File: src/rtl/update_scheduler_pkg.sv
// Shared constants for the update scheduler:
// config register map and controller state encoding.
package update_scheduler_pkg;

  localparam int unsigned CFG_PERIOD = 0;
  localparam int unsigned CFG_START  = 1;
  localparam int unsigned CFG_END    = 2;

  typedef enum logic {
    ST_IDLE = 1'b0,
    ST_RUN  = 1'b1
  } state_t;

endpackage

File: src/rtl/step_prescaler.sv
// Prescale down-counter: loads on demand, counts down
// while enabled and reloads itself when it reaches zero.
module step_prescaler
  import update_scheduler_pkg::*;
#(
  parameter int WIDTH = 16
) (
  input  logic             clock,
  input  logic             reset_n,
  input  logic             load,
  input  logic             count_en,
  input  logic [WIDTH-1:0] reload_value,
  output logic             zero
);

  logic [WIDTH-1:0] count;

  // explicit load wins; otherwise count down and wrap
  // back to the reload value on the zero cycle
  always_ff @(posedge clock) begin
    if (!reset_n) begin
      count <= '0;
    end else if (load) begin
      count <= reload_value;
    end else if (count_en) begin
      if (count == '0) begin
        count <= reload_value;
      end else begin
        count <= count - 1'b1;
      end
    end
  end

  // zero flag straight from the count register
  always_comb begin
    zero = (count == '0);
  end

endmodule

File: src/rtl/update_scheduler.sv
// Walks sequence memory from START to END, one step
// every PERIOD+1 cycles while timer_enable is high.
module update_scheduler
  import update_scheduler_pkg::*;
#(
  parameter int ADDR_WIDTH = 10,
  parameter int DATA_WIDTH = 16
) (
  input  logic                  clock,
  input  logic                  reset_n,
  input  logic                  write_config_n,
  input  logic [ADDR_WIDTH-1:0] config_address,
  input  logic [DATA_WIDTH-1:0] config_data,
  input  logic                  timer_enable,
  output logic [ADDR_WIDTH-1:0] read_address,
  output logic                  step,
  output logic                  update_cycle_complete,
  output logic                  running,
  output logic [7:0]            pass_count
);

  state_t state;
  state_t state_next;

  logic [DATA_WIDTH-1:0] period_q;
  logic [ADDR_WIDTH-1:0] start_q;
  logic [ADDR_WIDTH-1:0] end_q;

  logic                  wr_period;
  logic                  wr_start;
  logic                  wr_end;
  logic [DATA_WIDTH-1:0] period_eff;
  logic [ADDR_WIDTH-1:0] start_eff;

  logic start_run;
  logic stop_run;
  logic zero;
  logic at_end;

  // config address decode; unmapped addresses
  // fall through to no write at all
  always_comb begin
    wr_period = 1'b0;
    wr_start  = 1'b0;
    wr_end    = 1'b0;
    unique case (1'b1)
      !write_config_n &&
      (config_address == ADDR_WIDTH'(CFG_PERIOD)):
        wr_period = 1'b1;
      !write_config_n &&
      (config_address == ADDR_WIDTH'(CFG_START)):
        wr_start = 1'b1;
      !write_config_n &&
      (config_address == ADDR_WIDTH'(CFG_END)):
        wr_end = 1'b1;
      default: ;
    endcase
  end

  // config registers, writable in any state
  always_ff @(posedge clock) begin
    if (!reset_n) begin
      period_q <= '0;
      start_q  <= '0;
      end_q    <= '0;
    end else begin
      if (wr_period) period_q <= config_data;
      if (wr_start)  start_q  <= ADDR_WIDTH'(config_data);
      if (wr_end)    end_q    <= ADDR_WIDTH'(config_data);
    end
  end

  // loads see a write landing on the same edge
  always_comb begin
    period_eff = wr_period ? config_data : period_q;
    start_eff  = wr_start
               ? ADDR_WIDTH'(config_data) : start_q;
  end

  // state register
  always_ff @(posedge clock) begin
    if (!reset_n) begin
      state <= ST_IDLE;
    end else begin
      state <= state_next;
    end
  end

  // next state and run/stop transition strobes
  always_comb begin
    state_next = state;
    start_run  = 1'b0;
    stop_run   = 1'b0;
    unique case (state)
      ST_IDLE: begin
        if (timer_enable) begin
          state_next = ST_RUN;
          start_run  = 1'b1;
        end
      end
      ST_RUN: begin
        if (!timer_enable) begin
          state_next = ST_IDLE;
          stop_run   = 1'b1;
        end
      end
      default: state_next = ST_IDLE;
    endcase
  end

  step_prescaler #(
    .WIDTH (DATA_WIDTH)
  ) u_prescaler (
    .clock        (clock),
    .reset_n      (reset_n),
    .load         (start_run),
    .count_en     (state == ST_RUN),
    .reload_value (period_eff),
    .zero         (zero)
  );

  // outputs decoded from registered state only
  always_comb begin
    running = (state == ST_RUN);
    step    = running && zero;
    at_end  = (read_address == end_q);
    update_cycle_complete = step && at_end;
  end

  // sequence address and pass counter
  always_ff @(posedge clock) begin
    if (!reset_n) begin
      read_address <= '0;
      pass_count   <= '0;
    end else if (start_run) begin
      read_address <= start_eff;
      pass_count   <= '0;
    end else if (stop_run) begin
      read_address <= start_eff;
    end else if (step) begin
      if (at_end) begin
        read_address <= start_eff;
        pass_count   <= pass_count + 8'd1;
      end else begin
        read_address <= read_address + 1'b1;
      end
    end
  end

endmodule

File: config.mk
export PLATFORM = sky130hd
export DESIGN_NAME = update_scheduler
export DESIGN_NICKNAME = d
export VERILOG_FILES = /design/src/rtl/update_scheduler_pkg.sv /design/src/rtl/step_prescaler.sv /design/src/rtl/update_scheduler.sv
export SDC_FILE = /design/constraint.sdc
export NUM_CORES = 1
export LEC_CHECK = 0
export ABC_CLOCK_PERIOD_IN_PS = 2100
export CORE_MARGIN = 8
export CORE_UTILIZATION = 35
export DETAILED_ROUTE_END_ITERATION = 8
export GPL_ROUTABILITY_DRIVEN = 0
export PLACE_DENSITY_LB_ADDON = 0.2
export SETUP_SLACK_MARGIN = 0.1
export SLEW_MARGIN = 10
export SYNTH_ARGS = -nofsm -noshare
export SYNTH_HDL_FRONTEND = slang
export SYNTH_SLANG_ARGS = --single-unit
File: constraint.sdc
create_clock -name clock -period 2.1 [get_ports clock]
set_input_delay 0.21 -clock clock [delete_from_list [all_inputs] [get_ports clock]]
set_output_delay 0.21 -clock clock [all_outputs]
set_load 0.01 [all_outputs]
==> results by group, run 1 <==
Critical path
  – Kind of start point of the critical path: flip-flop
  – Worst Path Required: ~2.4 ns
  – Worst Path Max Fanout: 5
  – Crit path capture type: flip-flop
  – Worst EP arrival: about 2.2 ns
  – Worst Setup Path Type: flip-flop to flip-flop
  – Critical path's slowest cell: or4_1
  – Critical path's largest stage delay: approximately 0.55 ns
  – CP Cell Sequence: buf_4, or4_1, or2_4, nor3_4, o21a_1, o211ai_1, a41oi_1

Placed design
  – DP Cell Count: 618
  – Detail Placement HPWL: between 6 and 7 mm
  – PortBufs: 50
  – Post-Place Cell Area: 0.00456 mm²

Synthesis
  – Synth top area share: between 30% and 40%
  – Synth top area cells: dfxtp_1 40%, mux2i_1 9.8%, nor2b_1 4.7%, nand2_1 4.0%, o21ai_0 3.3%
  – Yosys reg bits: just over 70
  – Post-synth EDFFs: 0
  – Post-Synthesis Cells: roughly 400
  – Synth warnings: 0
  – Sequential fraction of the synthesis area: about two fifths
  – Post-synthesis cell type count: 48
  – Synth area leader: dfxtp_1
  – Count leader, synth: dfxtp_1
  – Mean post-synth cell area: approximately 8.8 µm²
  – Fraction of registers with async set/reset: 0%
  – Main synth FF type: dfxtp_1
  – Most frequent cells after synthesis: 71 x dfxtp_1, 38 x nand2_1, 35 x mux2i_1, 27 x nor2b_1
  – Mapped Nets: ~440
  – Mapped Area: between 0.003 and 0.004 mm²

STA
  – Setup Total Neg Slack: 0 ns
  – FMAX: 504 MHz
  – Worst-Margin Slew: approximately 0.41 ns
  – Worst Clk Skew: around 0.016 ns
  – Period utilisation layout: between 90% and 100%
  – Max-Slew Margin vs Limit: between 70% and 80%
  – RSZ-0062 raised after global routing: yes
  – Slew Viols, Final: 0
  – Final Setup Violations: 0
  – Post-layout min period: 1.98 ns
  – Final Hold Viols: 0
  – Fin Hold WS: ~0.17 ns

Pwr
  – Pwr per Cell Area: around 920 mW/mm²
  – Power Internal: slightly below 0.003 W
  – Pleak: between 1.5 and 2 nW
  – Comb power frac: about two fifths
  – Clock share of power: a little under a quarter
  – Switching pwr: around 0.0016 W
  – Sw Ratio: between 30% and 40%
  – Peak supply drop: ~600 µV
  – Sequential fraction of design power: a little over a third

Die
  – Chip width: 117 µm
  – Die height: 117 µm
  – Die Area: 0.0137 mm²
  – Row cnt: 37
  – I/O pin total: about 50
  – Core footprint: 0.0101 mm²
  – Starting Density: between 30% and 40%

Layout
  – Design area: ~0.0049 mm²
  – Final Core Density: between 40% and 50%
  – Inserted Diodes: 0
  – Non-filler cells, final: 640
  – Nets: approximately 530
  – Fraction of layout cells with a size suffix above 1: around a fifth
  – Syn-to-layout area delta: 36.5%

Clocking
  – CTS Buffer Depth: 2
  – H-tree level count: 3
  – CTS tree: yes
  – Clock root cell: clkbuf_8
  – CTS Buf Count: 9
  – Worst skew pair latency: between 0.3 and 0.4 ns
  – Hold_buf cts: 0
  – CTS Sinks: 71
  – Clk slew on worst S/H paths: around 0.070 ns

Global route
  – Initial antenna violation count: 0
  – Vias in the first global route: 3054
  – First-pass GRT wire length: around 15 mm
  – GRT Total Usage: roughly 14%
  – Largest net degree at the start of global routing: between 60 and 70
  – Total grt overflow: 0

Route
  – Routed wire length: approximately 9.4 mm
  – Vias: roughly 3200
  – Post-DR wirelength/cell: around 15 µm
  – Drt drc: 0
  – Iteration-0 DRC Markers: around 180
  – ANT nets after route: 0
  – DR vias/cell: ~5.0
  – DRT Pass-1 Iters: 4

Hold path
  – Min-Delay Path Class: input pin to flip-flop

Flow run
  – Total of max-cap violations: 0

Run status
  – Status: finished clean
power by group through the flow:
| stage | clock (W) | combinational, W | sequential, W |
|---|---|---|---|
| CTS | 0.00107 | 0.00179 | 0.00157 |
| global route | 0.00113 | 0.00205 | 0.00160 |
| finish | 0.00104 | 0.00187 | 0.00158 |
| global placement | 0 | 0.00167 | 0.00160 |
| floorplan | 0 | 0.000977 | 0.00163 |
| detailed placement | 0 | 0.00169 | 0.00160 |
metrics by stage:
| stage | power, W | worst slack [ns] |
|---|---|---|
| 2_1_floorplan | 0.00260 | 0.103 |
| 3_3_place_gp | 0.00327 | -0.114 |
| 3_5_place_dp | 0.00329 | -0.182 |
| 4_1_cts | 0.00444 | 0.00338 |
| 5_1_grt | 0.00478 | 0.0176 |
| 6_report | 0.00450 | 0.116 |
cells in the final DEF, fill, tap and decap left out, drive strengths merged, types with 2 or more instances in the layout:
master / instances
dfxtp: 71
buf: 53
clkdlybuf4s50: 47
nand2: 39
mux2i: 35
nor2b: 27
nor2: 25
o21ai: 25
a21oi: 22
nand3: 17
nor3: 16
a21boi: 15
clkbuf: 11
and2: 10
xnor2: 8
inv: 8
o221a: 7
and3: 5
or4: 5
xor2: 4
nand4: 4
o31ai: 4
a32o: 4
ha: 4
or3: 4
nor4: 4
o21a: 3
a211oi: 3
a31oi: 3
nor3b: 3
o211ai: 2
mux2: 2
clkinv: 2
or2: 2
path summary, 6_finish.rpt:
check / from / end / slack, ns / cells past startpoint
hold / removal: reset_n / pass_count[4] / 0.17 / 3
setup / recovery: u_prescaler.count[0] / u_prescaler.count[15] / 0.12 / 7
hold reg to reg: end_q[9] / end_q[9] / 0.47 / 2
setup reg to reg: u_prescaler.count[0] / u_prescaler.count[15] / 0.12 / 7
cells by family after synthesis:
group	after synthesis	share of synthesized area (%)
AO/OA/AOI/OAI	94	17.4
XOR/XNOR	12	2.93
adder cells (fa/ha/maj)	4	1.40
buffers and inverters	29	3.31
flip-flops	71	39.6
multiplexers	37	10.4
AND/OR/NAND/NOR	162	24.9
registers in the layout, indices dropped and copies added (netlist names):
signal             flops
read_address          10
pass_count             8
period_q              16
start_q               10
end_q                 10
u_prescaler.count     16
running                1
metal layers:
metal	wire length (µm)	GRT usage [%]	part of all wire [%]	vias up
met2	4470	22.8	47	38
met3	331	3.80	3.5	9
met4	116	4.27	1.2	0
li1	-	-	-	1651
met5	0	0	0	-
met1	4510	18.1	48	1533
layout make-up:
| cell class | instances | area, µm² |
|---|---|---|
| Inverter | 8 | 30.0 |
| Tap cell | 136 | 170 |
| Timing Repair Buffer | 100 | 947 |
| Fill cell | 960 | 5250 |
| Clock inverter | 4 | 47.5 |
| Sequential cell | 71 | 1420 |
| Clock buffer | 11 | 131 |
| Multi-Input combinational cell | 310 | 2140 |
timing repair:
| item | 4_1_cts | 5_1_grt |
|---|---|---|
| cloned | 0 | 1 |
| resized for setup | 6 | 30 |
| setup endpoints to repair | 7 | 27 |
| hold endpoints to repair | 0 | 0 |
| buffers inserted | 2 | 4 |
| pin swaps | 2 | 5 |
worst max-delay path, delay by kind of cell, from the launching register on:
kind	cells	cell delay, ns
buffers and inverters	1	0.14
AO/OA/AOI/OAI	3	0.41
AND/OR/NAND/NOR	3	1.00
flip-flops	1	0.33
No activity file was read; power rests on OpenSTA's default activity.
==> run 2, diff against run 1 <==
--- a/config.mk
+++ b/config.mk
@@ -6,8 +6,10 @@
 export NUM_CORES = 1
 export LEC_CHECK = 0
 export ABC_CLOCK_PERIOD_IN_PS = 2100
+export CELL_PAD_IN_SITES_DETAIL_PLACEMENT = 1
+export CELL_PAD_IN_SITES_GLOBAL_PLACEMENT = 1
 export CORE_MARGIN = 8
-export CORE_UTILIZATION = 35
+export CORE_UTILIZATION = 37
 export DETAILED_ROUTE_END_ITERATION = 8
 export GPL_ROUTABILITY_DRIVEN = 0
 export PLACE_DENSITY_LB_ADDON = 0.2
==> run 2 against run 1 <==
Register-to-register slack barely moved. Maximum frequency fell by 1.5%. Design area rose by 0.92%. Critical path type is now flip-flop to primary output. Highest routed layer unchanged.
==> results by group, run 2 (synthesized netlist as in run 1, its figures left out) <==
Global route
  – Vias in the first global route: 3572
  – Largest net degree at the start of global routing: 24
  – GRT Total Usage: 17.2%
  – First-pass GRT wire length: about 18 mm
  – Initial antenna violation count: 0
  – Total grt overflow: 0

Die
  – Chip width: 114 µm
  – I/O pin total: between 50 and 60
  – Row cnt: 36
  – Die Area: between 0.01 and 0.015 mm²
  – Starting Density: 37.4%
  – Core footprint: 0.00959 mm²
  – Die height: 114 µm

STA
  – Post-layout min period: 2.02 ns
  – Max-Slew Margin vs Limit: 67.5%
  – FMAX: between 400 and 500 MHz
  – Fin Hold WS: about 0.32 ns
  – Final Hold Viols: 0
  – Worst-Margin Slew: between 0.4 and 0.5 ns
  – Period utilisation layout: 96.0%
  – Worst Clk Skew: 0.0102 ns
  – Setup Total Neg Slack: 0 ns
  – Final Setup Violations: 0
  – RSZ-0062 raised after global routing: yes
  – Slew Viols, Final: 0

Route
  – DR vias/cell: 5.34
  – DRT Pass-1 Iters: 4
  – Post-DR wirelength/cell: 17.5 µm
  – ANT nets after route: 0
  – Drt drc: 0
  – Iteration-0 DRC Markers: between 100 and 150
  – Routed wire length: 11.2 mm
  – Vias: about 3400

Clocking
  – Clock root cell: clkbuf_8
  – Clk slew on worst S/H paths: ~0.090 ns
  – CTS Buf Count: 9
  – CTS tree: yes
  – H-tree level count: 3
  – Hold_buf cts: 0
  – CTS Buffer Depth: 2
  – Worst skew pair latency: 0.35 ns
  – CTS Sinks: 71

Layout
  – Syn-to-layout area delta: 37.7%
  – Register area: about 0.0014 mm²
  – Multi-input gate area: about 0.0022 mm²
  – Commonest non-fill, non-tap cells in the layout: 68 x dfxtp_1, 47 x clkdlybuf4s50_1, 41 x buf_4, 38 x nand2_1, 35 x mux2i_1
  – Nets: roughly 530
  – Inserted Diodes: 0
  – Most common cell after layout, fill and taps aside: dfxtp_1
  – Fraction of layout cells with a size suffix above 1: a little under a quarter
  – Largest registers: period_q: 16 flops, u_prescaler.count: 16 flops
  – Fillers: about 1100

Pwr
  – Switching pwr: 0.00171 W
  – Pleak: roughly 2 nW
  – Sequential fraction of design power: about 34%
  – Power Internal: 0.00303 W
  – Clock share of power: about a quarter
  – Pwr per Cell Area: between 900 and 1000 mW/mm²
  – Comb power frac: roughly two fifths
  – Sw Ratio: roughly 36%
  – Peak supply drop: slightly above 500 µV

Critical path
  – Worst Path Max Fanout: 5
  – Worst Path Required: ~1.9 ns
  – Worst EP arrival: roughly 1.8 ns
  – Reg-to-reg critical path startpoint: u_prescaler.count[1]
  – Kind of start point of the critical path: flip-flop
  – CP startpoint: u_prescaler.count[1]
  – Worst Setup Path Type: flip-flop to primary output
  – Crit path capture type: primary output

Placed design
  – Detail Placement HPWL: 8.05 mm
  – PortBufs: 50

Hold path
  – Min-Delay Path Class: input pin to flip-flop
  – Hold_sp: reset_n

Run status
  – Status: finished clean

Flow run
  – Total of max-cap violations: 0
==> run 2: power groups by stage <==
stage | clock [W] | combinational, W | sequential (W)
5_1_grt | 0.00128 | 0.00211 | 0.00162
6_report | 0.00121 | 0.00193 | 0.00161
3_3_place_gp | 0 | 0.00166 | 0.00161
4_1_cts | 0.00123 | 0.00173 | 0.00159
3_5_place_dp | 0 | 0.00170 | 0.00162
2_1_floorplan | 0 | 0.000977 | 0.00163
==> run 2: layout make-up <==
| class | count | area share [%] |
|---|---|---|
| clock inverters | 4 | 1.04 |
| multi-input cells | 310 | 44.6 |
| inverters | 8 | 0.608 |
| repair buffers | 98 | 18.2 |
| well taps | 133 | 3.37 |
| clock buffers | 12 | 3.34 |
| flip-flops and latches | 71 | 28.9 |
==> run 2: through the flow <==
step           util (%)  cells  total power [W]  worst slack, ns  instance area (µm²)
5_1_grt            51.5    636          0.00502          -0.0191                 4940
3_3_place_gp       46.9    611          0.00327           -0.166                 4500
6_report           51.5    636          0.00474           0.0848                 4940
4_1_cts            49.4    629          0.00455           0.0928                 4740
3_5_place_dp       46.9    611          0.00332           -0.222                 4500
2_1_floorplan         -    409          0.00260            0.103                 3590
==> run 2: path summary, 6_finish.rpt <==
| check | to | slack, ns | cells after the start |
|---|---|---|---|
| max | update_cycle_complete | 0.08 | 7 |
| min | read_address[0] | 0.32 | 2 |
| max reg2reg | pass_count[3] | 0.11 | 9 |
| min reg2reg | end_q[3] | 0.48 | 2 |
==> run 2: what timing repair did <==
| item | in CTS | in global routing |
|---|---|---|
| resized for setup | 13 | 37 |
| pin swaps | 4 | 9 |
| setup buffers | 2 | 5 |
| endpoints found under the hold margin | 0 | 0 |
| cloned | 0 | 2 |
| setup endpoints to repair | 7 | 27 |
==> run 2: critical path, stage by stage, from the launching register on <==
cell and delay, ns:
dfxtp_2 0.34, inv_2 0.08, ha_4 0.13, nor3b_4 0.17, nand3_2 0.14, nor3_4 0.31, and2_1 0.17, buf_2 0.12
==> run 2: layer usage <==
metal  up-vias  global-route usage (%)  share of wire (%)
li1       1648                       -                  -
met1      1693                    20.0                 44
met2        42                    31.1                 52
met3        12                    3.74                3.3
met4         0                    4.44               0.93
met5         -                       0                  0
==> run 3, diff against run 2 <==
--- a/config.mk
+++ b/config.mk
@@ -5,11 +5,12 @@
 export SDC_FILE = /design/constraint.sdc
 export NUM_CORES = 1
 export LEC_CHECK = 0
+export ABC_AREA = 1
 export ABC_CLOCK_PERIOD_IN_PS = 2100
 export CELL_PAD_IN_SITES_DETAIL_PLACEMENT = 1
 export CELL_PAD_IN_SITES_GLOBAL_PLACEMENT = 1
 export CORE_MARGIN = 8
-export CORE_UTILIZATION = 37
+export CORE_UTILIZATION = 35
 export DETAILED_ROUTE_END_ITERATION = 8
 export GPL_ROUTABILITY_DRIVEN = 0
 export PLACE_DENSITY_LB_ADDON = 0.2
==> run 3 against run 2 <==
First-iteration DRC count grew 38%. Largest cell class unchanged. Combinational power fell by 59%. Maximum frequency increased by 5.8%. Design area down 2.3%. Die area rose by 13%. Clock-buffer cell count grew 2. Sequential cell count unchanged. Total power down 28%. Sequential power fell by 9%. Largest power group is now sequential cells.
==> results by group, run 3 <==
Clocking
  – Clock root cell: clkbuf_8
  – Worst skew pair latency: between 0.3 and 0.4 ns
  – H-tree level count: 3
  – Clk slew on worst S/H paths: roughly 0.070 ns
  – CTS Sinks: 71
  – CTS tree: yes
  – Hold_buf cts: 0
  – CTS Buf Count: 9
  – CTS Buffer Depth: 2

Global route
  – Total grt overflow: 0
  – First-pass GRT wire length: about 20 mm
  – Initial antenna violation count: 0
  – Largest net degree at the start of global routing: 29
  – GRT Total Usage: between 10% and 20%
  – Vias in the first global route: 4025

Synthesis
  – Mean post-synth cell area: 6.66 µm²
  – Synth top area cells: dfxtp_1 36%, nand2_1 12%, nand3_1 7.5%, nor2_1 6.5%, inv_1 6.2%
  – Fraction of registers with async set/reset: 0%
  – Mapped Nets: between 600 and 700
  – Count leader, synth: nand2_1
  – Most frequent cells after synthesis: 130 x nand2_1, 71 x dfxtp_1, 68 x nor2_1, 65 x inv_1, 59 x nand3_1
  – Post-synth EDFFs: 0
  – Main synth FF type: dfxtp_1
  – Post-Synthesis Cells: between 500 and 600
  – Yosys reg bits: just over 70
  – Post-synthesis cell type count: 31
  – Synth warnings: 0
  – Synth top area share: roughly 36%
  – Mapped Area: about 0.0039 mm²
  – Sequential fraction of the synthesis area: between 30% and 40%
  – Synth area leader: dfxtp_1

STA
  – RSZ-0062 raised after global routing: yes
  – Worst Clk Skew: roughly 0.009 ns
  – FMAX: ~530 MHz
  – Setup ws final: slightly below 0.2 ns
  – Fin Hold WS: around 0.47 ns
  – Post-layout min period: between 1.5 and 2 ns
  – Period utilisation layout: between 90% and 100%
  – Max-Slew Margin vs Limit: approximately 73%
  – Final Setup Violations: 0
  – Final Hold Viols: 0
  – Slew Viols, Final: 0
  – Worst-Margin Slew: ~0.4 ns

Placed design
  – Post-Place Cell Area: around 0.0046 mm²
  – Pre-CTS setup slack: -0.0233 ns
  – DP Cell Count: 777
  – PortBufs: 50
  – Detail Placement HPWL: around 9.3 mm

Flow run
  – Total of max-cap violations: 0

Critical path
  – CP Cell Sequence: inv_1, ha_1, nand3_1, nor2_1, nand2_2, nor2_4, inv_2, nor2_1, clkbuf_2
  – Worst EP arrival: 1.69 ns
  – Worst Path Max Fanout: 3
  – Worst Setup Path Type: flip-flop to primary output
  – Crit path capture type: primary output
  – Worst Path Required: 1.89 ns
  – Kind of start point of the critical path: flip-flop
  – Most common cell on crit path: nor2_1
  – Critical path's slowest cell: dfxtp_1
  – Critical path's largest stage delay: about 0.33 ns

Route
  – Drt drc: 0
  – ANT nets after route: 0
  – Routed wire length: 12.0 mm
  – DR vias/cell: roughly 4.9
  – Post-DR wirelength/cell: approximately 15 µm
  – Iteration-0 DRC Markers: ~180
  – Vias: roughly 4000
  – DRT Pass-1 Iters: 4

Layout
  – Nets: between 600 and 700
  – Syn-to-layout area delta: 23.3%
  – Most common cell after layout, fill and taps aside: nand2_1
  – Fillers: about 1400
  – Commonest non-fill, non-tap cells in the layout: 130 x nand2_1, 71 x dfxtp_1, 68 x nor2_1, 65 x inv_1, 59 x nand3_1
  – Non-filler cells, final: 794
  – Largest registers: period_q: 16 flops, u_prescaler.count: 16 flops
  – Final Core Density: roughly 44%
  – Fraction of layout cells with a size suffix above 1: roughly 12%
  – Inserted Diodes: 0
  – Design area: about 0.0048 mm²

Die
  – Row cnt: 38
  – Die Area: 0.0148 mm²
  – Starting Density: 35.9%
  – Die height: 122 µm
  – I/O pin total: between 50 and 60
  – Core footprint: 0.0109 mm²
  – Chip width: about 120 µm

Hold path
  – Min-Delay Path Class: flip-flop to flip-flop

Pwr
  – Pwr per Cell Area: 712 mW/mm²
  – Pleak: 2.12 nW
  – Peak supply drop: 265 µV

Run status
  – Status: finished clean
## run 3: layout make-up
class | instances | area, µm² | share of cell area, %
Timing Repair Buffer | 71 | 664 | 13.8
Tap cell | 140 | 175 | 3.63
Inverter | 76 | 285 | 5.91
Clock inverter | 2 | 37.5 | 0.778
Sequential cell | 71 | 1420 | 29.5
Multi-Input combinational cell | 420 | 2070 | 42.9
Clock buffer | 14 | 173 | 3.58
## run 3: power breakdown
group          switching [W]  internal (W)  leakage (nW)  total [W]
logic               0.000480      0.000314          1.44   0.000794
clock network       0.000521      0.000648         0.103    0.00117
registers          0.0000696       0.00140         0.577    0.00147
total                0.00107       0.00236          2.12    0.00343
## run 3: repair_timing
item                       4_1_cts  5_1_grt
gates cloned                     0        0
buffers inserted                 0        1
setup endpoints to repair        2       10
resized for setup                2        2
pin swaps                        0        1
## run 3: cell families (layout without fill, tap and decap cells)
| group | count (synthesis) | in the layout | share of synthesized area [%] |
|---|---|---|---|
| simple gates | 293 | 293 | 33.9 |
| fa+ha+maj | 4 | 4 | 1.28 |
| buf+inv | 97 | 163 | 10.8 |
| xor+xnor | 17 | 17 | 3.80 |
| compound gates | 106 | 106 | 13.9 |
| flops | 71 | 71 | 36.3 |
## run 3: worst paths after layout
| check | startpoint | end | slack (ns) | cells after the start |
|---|---|---|---|---|
| setup / recovery | u_prescaler.count[0] | update_cycle_complete | 0.20 | 9 |
| hold / removal | end_q[8] | end_q[8] | 0.47 | 2 |
| setup reg to reg | u_prescaler.count[0] | u_prescaler.count[8] | 0.31 | 12 |
| hold reg to reg | end_q[8] | end_q[8] | 0.47 | 2 |
## run 3: per-layer routing
metal / up-vias / wire, µm / global-route usage, %
met1: 1880 / 5270 / 19.6
met3: 9 / 399 / 2.87
li1: 1991 / - / -
met4: 0 / 110 / 5.71
met5: - / 0 / 0
met2: 48 / 6170 / 29.7
## run 3: critical path: cells and delay by family (launching register included)
family / cells / cell delay [ns]
simple gates: 5 / 0.52
flops: 1 / 0.33
buf+inv: 3 / 0.30
fa+ha+maj: 1 / 0.18
## run 3: per-stage QoR
step / setup TNS (ns) / power (W)
6_report: 0 / 0.00343
5_1_grt: 0 / 0.00363
4_1_cts: 0 / 0.00348
3_5_place_dp: -0.0233 / 0.00230
3_3_place_gp: 0 / 0.00228
2_1_floorplan: 0 / 0.00200
